`src/rtl/bank_pkg.sv`:
```
// Bank-level constants shared by the linefill controller and the issue queue.
// Latency: n/a (constants only).
// Backpressure: n/a.
package bank_pkg;

  // Cacheline index width (set/way). This is also the BIU read ID width
  // and the issue-queue rid width.
  localparam int BANK_IDX_W         = 6;
  // Pending-miss FIFO depth is 2**LF_FIFO_PTR_W.
  localparam int LF_FIFO_PTR_W      = 3;
  // AR requests allowed in flight before an R-last comes back.
  localparam int LF_MAX_OUTSTANDING = 4;

endpackage

```
`src/rtl/bank_lf_fifo.sv`:
```
// Generic synchronous FIFO holding pending linefill indices.
// Latency: a push is visible on head the cycle after it is written; pop takes effect at the edge.
// Backpressure: a push while full and a pop while empty are dropped; the caller gates both.
//
// Ports: clk, rst_n (async active-low), push/din, pop, head (oldest entry),
//        full, empty.
module bank_lf_fifo #(
  parameter int WIDTH = 6,
  parameter int PTR_W = 3
) (
  input  logic             clk,
  input  logic             rst_n,
  input  logic             push,
  input  logic [WIDTH-1:0] din,
  input  logic             pop,
  output logic [WIDTH-1:0] head,
  output logic             full,
  output logic             empty
);

  localparam int DEPTH = 1 << PTR_W;
  localparam logic [PTR_W:0] DEPTH_CNT = (PTR_W+1)'(DEPTH);

  logic [WIDTH-1:0] mem [DEPTH];
  logic [PTR_W-1:0] wr_ptr;
  logic [PTR_W-1:0] rd_ptr;
  logic [PTR_W:0]   count;
  logic             do_push;
  logic             do_pop;

  // Full/empty come from the start-of-cycle count, so a push into a full
  // FIFO is refused even when a pop happens in the same cycle.
  assign full    = (count == DEPTH_CNT);
  assign empty   = (count == '0);
  assign do_push = push & ~full;
  assign do_pop  = pop & ~empty;
  assign head    = mem[rd_ptr];

  always_ff @(posedge clk or negedge rst_n) begin
    if (!rst_n) begin
      wr_ptr <= '0;
      rd_ptr <= '0;
      count  <= '0;
    end else begin
      if (do_push) wr_ptr <= wr_ptr + PTR_W'(1);
      if (do_pop)  rd_ptr <= rd_ptr + PTR_W'(1);
      case ({do_push, do_pop})
        2'b10:   count <= count + (PTR_W+1)'(1);
        2'b01:   count <= count - (PTR_W+1)'(1);
        default: count <= count;
      endcase
    end
  end

  // Storage needs no reset: entries are only read once count says they exist.
  always_ff @(posedge clk) begin
    if (do_push) mem[wr_ptr] <= din;
  end

endmodule

```
`src/rtl/bank_linefill_ctrl.sv`:
```
// Per-bank linefill scheduler: in-flight bitmap, miss merge, pending FIFO, AR issue, wake-up pulse.
// Latency: AR one cycle after a new miss is accepted; wake-up pulse one cycle after R-last.
// Backpressure: alloc_ready_o drops when the FIFO is full or alloc collides with a completing fill; AR is held until ready.
//
// Ports: alloc_* (miss from issue queue), lookup_* (in-flight query),
//        biu_ar_* / biu_r_* (BIU read channel), isu_rvalid_o/isu_rid_o
//        (wake-up), outstanding_o (AR count), err_o (sticky unmatched R-last).
module bank_linefill_ctrl import bank_pkg::*; #(
  parameter int IDX_W           = BANK_IDX_W,
  parameter int FIFO_PTR_W      = LF_FIFO_PTR_W,
  parameter int MAX_OUTSTANDING = LF_MAX_OUTSTANDING
) (
  input  logic             clk_i,
  input  logic             rst_n_i,
  input  logic             alloc_valid_i,
  output logic             alloc_ready_o,
  input  logic [IDX_W-1:0] alloc_idx_i,
  input  logic [IDX_W-1:0] lookup_idx_i,
  output logic             lookup_inflight_o,
  output logic             biu_ar_valid_o,
  input  logic             biu_ar_ready_i,
  output logic [IDX_W-1:0] biu_ar_id_o,
  input  logic             biu_r_valid_i,
  input  logic [IDX_W-1:0] biu_r_id_i,
  input  logic             biu_r_last_i,
  output logic             isu_rvalid_o,
  output logic [IDX_W-1:0] isu_rid_o,
  output logic [IDX_W:0]   outstanding_o,
  output logic             err_o
);

  localparam int             NUM_IDX = 1 << IDX_W;
  localparam logic [IDX_W:0] MAX_OUT = (IDX_W+1)'(MAX_OUTSTANDING);
  localparam logic [IDX_W:0] ONE     = (IDX_W+1)'(1);

  logic [NUM_IDX-1:0] inflight_q;
  logic [IDX_W:0]     outstanding_q;
  logic               rvalid_q;
  logic [IDX_W-1:0]   rid_q;
  logic               err_q;

  logic             fifo_full;
  logic             fifo_empty;
  logic [IDX_W-1:0] fifo_head;

  logic r_done;
  logic r_match;
  logic r_unmatched;
  logic alloc_fire;
  logic alloc_new;
  logic ar_fire;
  logic dec;

  assign r_done      = biu_r_valid_i & biu_r_last_i;
  assign r_match     = r_done & inflight_q[biu_r_id_i];
  assign r_unmatched = r_done & ~inflight_q[biu_r_id_i];

  // Stalling an alloc that hits the index being completed this cycle keeps
  // set and clear of the same bitmap bit from ever landing on one edge.
  assign alloc_ready_o = ~fifo_full & ~(r_done & (biu_r_id_i == alloc_idx_i));
  assign alloc_fire    = alloc_valid_i & alloc_ready_o;
  // A miss on an index already in flight merges into the existing fill.
  assign alloc_new     = alloc_fire & ~inflight_q[alloc_idx_i];

  // Valid cannot drop without ar_ready: the head only moves on a pop and
  // the outstanding count can only fall while nothing is issued.
  assign biu_ar_valid_o = ~fifo_empty & (outstanding_q < MAX_OUT);
  assign biu_ar_id_o    = fifo_head;
  assign ar_fire        = biu_ar_valid_o & biu_ar_ready_i;

  // Guard against a protocol-violating R-last that would underflow.
  assign dec = r_match & (outstanding_q != '0);

  assign lookup_inflight_o = inflight_q[lookup_idx_i];
  assign outstanding_o     = outstanding_q;
  assign isu_rvalid_o      = rvalid_q;
  assign isu_rid_o         = rid_q;
  assign err_o             = err_q;

  bank_lf_fifo #(
    .WIDTH (IDX_W),
    .PTR_W (FIFO_PTR_W)
  ) u_fifo (
    .clk   (clk_i),
    .rst_n (rst_n_i),
    .push  (alloc_new),
    .din   (alloc_idx_i),
    .pop   (ar_fire),
    .head  (fifo_head),
    .full  (fifo_full),
    .empty (fifo_empty)
  );

  always_ff @(posedge clk_i or negedge rst_n_i) begin
    if (!rst_n_i) begin
      inflight_q    <= '0;
      outstanding_q <= '0;
      rvalid_q      <= 1'b0;
      rid_q         <= '0;
      err_q         <= 1'b0;
    end else begin
      if (alloc_new) inflight_q[alloc_idx_i] <= 1'b1;
      if (r_match)   inflight_q[biu_r_id_i]  <= 1'b0;

      case ({ar_fire, dec})
        2'b10:   outstanding_q <= outstanding_q + ONE;
        2'b01:   outstanding_q <= outstanding_q - ONE;
        default: outstanding_q <= outstanding_q;
      endcase

      rvalid_q <= r_match;
      if (r_match) rid_q <= biu_r_id_i;

      if (r_unmatched) err_q <= 1'b1;
    end
  end

endmodule

```
`config.mk`:
```
export PLATFORM = sky130hd
export DESIGN_NAME = bank_linefill_ctrl
export DESIGN_NICKNAME = d
export VERILOG_FILES = /design/src/rtl/bank_pkg.sv /design/src/rtl/bank_lf_fifo.sv /design/src/rtl/bank_linefill_ctrl.sv
export SDC_FILE = /design/constraint.sdc
export NUM_CORES = 1
export LEC_CHECK = 0
export CAP_MARGIN = 5
export CORE_MARGIN = 2
export CORE_UTILIZATION = 42
export CTS_BUF_LIST = sky130_fd_sc_hd__clkbuf_4
export CTS_CLUSTER_SIZE = 14
export DETAILED_ROUTE_END_ITERATION = 8
export PLACE_DENSITY = 0.57
export SETUP_SLACK_MARGIN = 0.4
export SLEW_MARGIN = 20
export SYNTH_ARGS = -nofsm -noshare
export SYNTH_HDL_FRONTEND = slang
export SYNTH_SLANG_ARGS = --single-unit
```
`constraint.sdc`:
```
create_clock -name clk_i -period 10 [get_ports clk_i]
set_input_delay 1 -clock clk_i [delete_from_list [all_inputs] [get_ports clk_i]]
set_output_delay 1 -clock clk_i [all_outputs]
set_load 0.01 [all_outputs]
```
Word-level counts from Yosys, hierarchy flattened. Memory sizes are Yosys's and may differ from the RTL's. Index checks and enable logic that the tools add are counted.

$add $sub $neg: 6. $lt $le $gt $ge: 6. Equal/unequal tests: 6. Mux-type cells: 16. Bitwise operators: 20. Reduce and logical (&&, ||, !) cells: 6.

Operators with widths (number): two-way mux 64 bit (2); bitwise AND 64 bit (1); NOT 64 bit (1); bitwise OR 64 bit (1); < comparator 6 x 7 -> 1 bit (second input constant) (3); binary-select mux 1 bit (select 6 bit) (3); one-hot mux 7 bit (2 select lines) (1); bitwise AND 1 bit (12); demux 1 bit (select 6 bit) (2); >= comparator 6 x 1 -> 1 bit (second input constant) (2); one-hot mux 4 bit (2 select lines) (1); adder 7 x 1 -> 7 bit (second input constant) (1); < comparator 7 x 3 -> 1 bit (second input constant) (1); two-way mux 1 bit (7); nonzero test 7 bit (1); subtractor 7 x 1 -> 7 bit (second input constant) (1); adder 3 x 1 -> 3 bit (second input constant) (2); == test 6 bit (1); NOT 1 bit (5); adder 4 x 1 -> 4 bit (second input constant) (1); == test 2 x 1 -> 1 bit (second input constant) (2); == test 2 bit (second input constant) (2); == test 4 bit (second input constant) (1); zero test 4 bit (1); other kinds (3) (5).

Register bits after elaboration: 89. Bits in writable memories: 48. Output and inout port bits: 24. Word-level logic and storage cells: 69. Memories kept: 1.

Memories: u_fifo.mem (depth 8, width 6, rd ports 1, clocked after Yosys merged registers in 0, wr ports 1, line bank_lf_fifo.sv:24) `logic [WIDTH-1:0] mem [DEPTH];`.

Longest topological paths before layout.
Word-level depth: 9. Gate-level depth with buffers: 20.

By module. Synthesis repeated with hierarchy kept, for this count alone.

Cells, all modules: 658. Area total of the unflattened synthesis: 7883.8 sq um.

Modules (own cells, without submodules): bank_linefill_ctrl (times used 1, cells an instance 522, area each 5377.7 sq um, seq. area each 1976.9 sq um); bank_lf_fifo (times used 1, cells an instance 136, area each 2506.2 sq um, seq. area each 1691.6 sq um).

Worst setup path before layout. Ideal clock, no wire load.

Kind: in2reg. From: in biu_r_id_i[1]. To: reg outstanding_q[6], in the netlist outstanding_o[6]. Data arrival time: 4443 ps. Path slack: 5430 ps. Stages: 20. Path through: buf_2 > buf_4 > buf_2 > mux2i_1 > nor2_1 > a211oi_1 > o21ai_0 > a211oi_1 > a21oi_2 > buf_2 > o41a_1 > ha_1 > fa_1 > a21o_1 > a21oi_1 > o21bai_1 > a21oi_1 > xor2_1 > nor2_1 > xor2_1.

Cells in the longest elaborated chain, start to end: 6. Elaborated cells between the ends (all ways): 8. Those cells by class: eq/ne: 2; mux: 3; bitwise: 2; reduce/logical: 1.

Ends and longest elaborated chain: start, declared (line bank_linefill_ctrl.sv:24) `input logic [IDX_W-1:0] biu_r_id_i,`; binary-select mux 1 bit (select 6 bit) * (line bank_linefill_ctrl.sv:55) `assign r_match = r_done & inflight_q[biu_r_id_i];`; two-way mux 1 bit (not written as such) * (line bank_linefill_ctrl.sv:55); bitwise AND 1 bit * (line bank_linefill_ctrl.sv:55); net r_match (line bank_linefill_ctrl.sv:47) `logic r_match;`; bitwise AND 1 bit * (line bank_linefill_ctrl.sv:72) `assign dec = r_match & (outstanding_q != '0);`; == test 2 x 1 -> 1 bit or == test 2 bit (tied branches) (line bank_linefill_ctrl.sv:105) `case ({ar_fire, dec})`; one-hot mux 7 bit (2 select lines) or nonzero test 2 bit (tied branches); end signal, assigned (line bank_linefill_ctrl.sv:106) `2'b10: outstanding_q <= outstanding_q + ONE;`; end signal, assigned (line bank_linefill_ctrl.sv:107) `2'b01: outstanding_q <= outstanding_q - ONE;`; end signal, assigned (line bank_linefill_ctrl.sv:108) `default: outstanding_q <= outstanding_q;`; end, declared (line bank_linefill_ctrl.sv:37) `logic [IDX_W:0] outstanding_q;`.

Mark *: on every way through the listed nets, which the timed path passes. The rest lies on a longest branch. The select of a mux whose other input is x is not followed. A chain may end at the register's enable or synchronous reset.

Worst setup path in the final report.
From: in biu_r_id_i[0]. To: reg outstanding_q[6], in the netlist outstanding_o[6].

Cells in the longest elaborated chain, start to end: 6. Elaborated cells between the ends (all ways): 8. Those cells by class: eq/ne: 2; mux: 3; bitwise: 2; reduce/logical: 1.

Ends and longest elaborated chain (line): binary-select mux 1 bit (select 6 bit) * (bank_linefill_ctrl.sv:55); two-way mux 1 bit (not written as such) * (bank_linefill_ctrl.sv:55); bitwise AND 1 bit * (bank_linefill_ctrl.sv:55); bitwise AND 1 bit * (bank_linefill_ctrl.sv:72); == test 2 x 1 -> 1 bit or == test 2 bit (tied branches) (bank_linefill_ctrl.sv:105); one-hot mux 7 bit (2 select lines) or nonzero test 2 bit (tied branches).

Every way passes the cells marked *; elsewhere a longest branch is shown, timed or not. The select of a mux whose other input is x is not followed.

==> impl_metrics.toml <==
[grt]
grtUsageTotal = 0.246
grt_max_degree = 72
grt_first_pass_wirelength_mm = 37.1
grt_pass1_vias = 6183
antenna_found_initial = 1
grt-ovfl-total = 0

[critical_path]
reg2reg_from = "inflight_q[39]"
critPathArrivalTime_ns = 5.82
worstSetupStartpointType = "input port"
cp.required_ns = 10.47
slowest_stage = "nor3_2"
crit_path_end_kind = "register"
crit_family = "compound AO/OA/AOI/OAI gates"
cp_num_buf_inv = 3
path_class = "in -> reg"
path_cells = "clkdlybuf4s50_1, buf_4, clkinv_1, nor3_2, a32o_1, o21ai_1, and4_1, a21oi_4, o41a_1, ha_1, ha_1, a21o_1, a21oi_1, o21bai_1, a21oi_1, xor2_1, nor2_1, xor2_1"
crit_start = "biu_r_id_i[0]"
cpPeakStageDelay_ns = 0.87
worst-path-max-fanout = 21

[clock_tree]
cts_hold_buf = 0
path_clk_slew_ns = 0.14
ctsHtreeMaxLevel = 4
post-cts-setup-buffers = 0
cts_resized = 0
clkLatencyLatePin_ns = 0.57
cts.sink_count = 137
cts_tree = "yes"
clockBufferDepth = 2
numCtsBuffers = 17
root_buffer = "clkbuf_4"

[placement]
io_buffer_count = 47
gp_congestion = 0.908
hpwlAfterDp_mm = 15.4

[logic_synthesis]
syn_inst = 669
seq_area_frac_synth = 0.467
synth_seq_cells = 137
synth-main-ff-cell = "dfrtp_1"
avgSynthCellArea_um2 = 11.7
yosysTopAreaCellShare = 0.284
synth_cell_types = 59
synthArstFlopShare = 0.650
synth_edf_count = 48
synth.area.top_cells = "dfrtp_1 28%, edfxtp_1 18%, mux4_2 13%"
ys_warn_count = 0
syn-num-nets = 706
yosysTopAreaCell = "dfrtp_1"
syn_area_um2 = 7850

[sta]
drv_slew = 0
rsz0062_at_grt = "false"
setup_viol = 0
fin_crit_ns = 5.35
fmax_mhz = 187
hold_viol_final = 0
skew_ns = 0.0234
worst_slew_pin_slew_ns = 1.17
relSlewSlack = 0.217
finalCritPeriodShare = 0.535
fin_tns_setup_ns = 0

[job]
maxCapViolCount = 0

[drt]
first_iter_violations = 636
wirelength_mm = 23.7
wl_per_cell_um = 25.3
drt_drc_violations_left = 0
vias = 6213
drtAntennaViolNets = 0
firstDrtPassIters = 5
vias_per_cell = 6.64

[layout]
area_growth_pct = 11.3
seq_area_um2 = 3670
nNetsFinal = 729
drive_above_1_share = 0.172
fillers = 1650
multi_input_area_um2 = 3890
finish.utilization = 0.481

[floorplanning]
rows = 49
die_h_um = 141
die_w_um = 141
ios = 48
initial_core_util = 0.433
core_area_um2 = 18100
die_area_um2 = 19800

[pwr]
leakage_nw = 3.28
ir_drop_mv = 0.147
p_per_area_nw_per_um2 = 227

[worst_hold_path]
hold_path_class = "in -> async"

[outcome]
status = "finished clean"
routing by layer:
metal | wire, um | up-vias | GRT usage
met3 | 2380 | 51 | 0.0594
met2 | 10900 | 392 | 0.379
met5 | 0 | - | 0
met4 | 720 | 0 | 0.0816
met1 | 9650 | 3088 | 0.346
li1 | - | 2682 | -
power breakdown:
| part | internal [mW] | total, mW | switching, mW |
|---|---|---|---|
| combinational | 0.391 | 0.726 | 0.335 |
| sequential | 0.725 | 0.894 | 0.170 |
| clock | 0.128 | 0.359 | 0.231 |
| total | 1.24 | 1.98 | 0.736 |
cell usage in the layout, fill, tap and decap left out, types with 17 or more instances in the layout:
cell | synthesis | layout
mux2i_1 | 30 | 30
dfrtp_1 | 89 | 89
nand2_1 | 34 | 34
edfxtp_1 | 48 | 48
clkbuf_4 | 0 | 17
a21oi_1 | 18 | 18
nor2_1 | 35 | 35
clkdlybuf4s50_1 | 0 | 45
a31oi_1 | 122 | 122
mux4_2 | 46 | 46
logic make-up (layout without fill, tap and decap cells):
kind of cell	after synthesis	after routing	synth area share
flops	137	137	0.467
xor+xnor	21	21	0.0234
simple gates	147	147	0.0952
other cells	0	1	0
compound gates	188	188	0.154
fa+ha+maj	13	13	0.0226
buf+inv	69	105	0.0414
mux	94	94	0.196
area by class of cell:
cell class / instances / area share
antenna: 1 / 0.000287
clock buffer: 17 / 0.0146
clock inverter: 15 / 0.0158
inverter: 11 / 0.00473
multi-input combinational: 463 / 0.446
sequential: 137 / 0.420
tap: 229 / 0.0328
timing repair buffer: 62 / 0.0659
cell usage after synthesis (2+ instances only):
cell,instances
nor3_1,14
nand3_1,11
mux2_1,4
and2_1,6
buf_1,9
mux4_2,46
dfrtp_1,89
a21oi_1,18
buf_4,7
nor2b_1,4
mux2i_1,30
nor2_1,35
nand3b_1,4
xor2_1,11
nand2b_1,5
nor4_1,11
ha_1,11
o31ai_1,2
o21ai_0,15
a21o_1,4
xnor2_1,10
a31oi_1,122
o21bai_1,2
nand2_1,34
edfxtp_1,48
mux2_2,14
fa_1,2
and3_1,6
a22oi_1,3
buf_2,26
a211oi_1,4
o22ai_1,3
nor3_2,3
inv_1,10
and3b_1,2
clkbuf_1,15
or3_1,2
nor3b_1,5
a21boi_0,2
sequential cells by signal (all words and copies together) (netlist names):
| name | count |
|---|---|
| u_fifo.mem | 48 |
| inflight_q | 64 |
| u_fifo.rd_ptr | 3 |
| u_fifo.wr_ptr | 3 |
| err_o | 1 |
| u_fifo.count | 4 |
| isu_rid_o | 6 |
| outstanding_o | 7 |
| isu_rvalid_o | 1 |
path summary, 6_finish.rpt:
check	endpoint	cells after the start	slack, ns
worst max-delay path	outstanding_o[6]	18	4.65
worst min-delay path	inflight_q[54]	1	0.37
worst max register to register	u_fifo.count[3]	14	5.85
worst min register to register	isu_rid_o[4]	1	0.51
max in group asynchronous	outstanding_o[2]	2	8.51
min in group clk_i	isu_rid_o[4]	1	0.51
metrics by stage:
stage	hold WS, ns	cell area, um^2	power, mW	instances	setup slack, ns
after floorplan	0.465	7850	1.35	669	5.43
after global placement	0.469	8450	1.60	902	4.21
after detailed placement	0.482	8450	1.63	902	4.16
after CTS	0.389	8720	1.98	934	4.77
after global routing	0.380	8730	2.10	935	4.49
final	0.372	8730	1.98	935	4.65
worst reg2reg max path: cells and delay by family (launching register included):
kind	cells	cell delay, ns
muxes	2	0.78
adders and majority gates	2	0.59
and+or+nand+nor	3	0.45
buffers and inverters	1	0.64
DFF	1	0.45
AOI/OAI and AO/OA	4	0.83
xor gates and xnor gates	2	0.31
No activity file was read; power rests on OpenSTA's default activity.
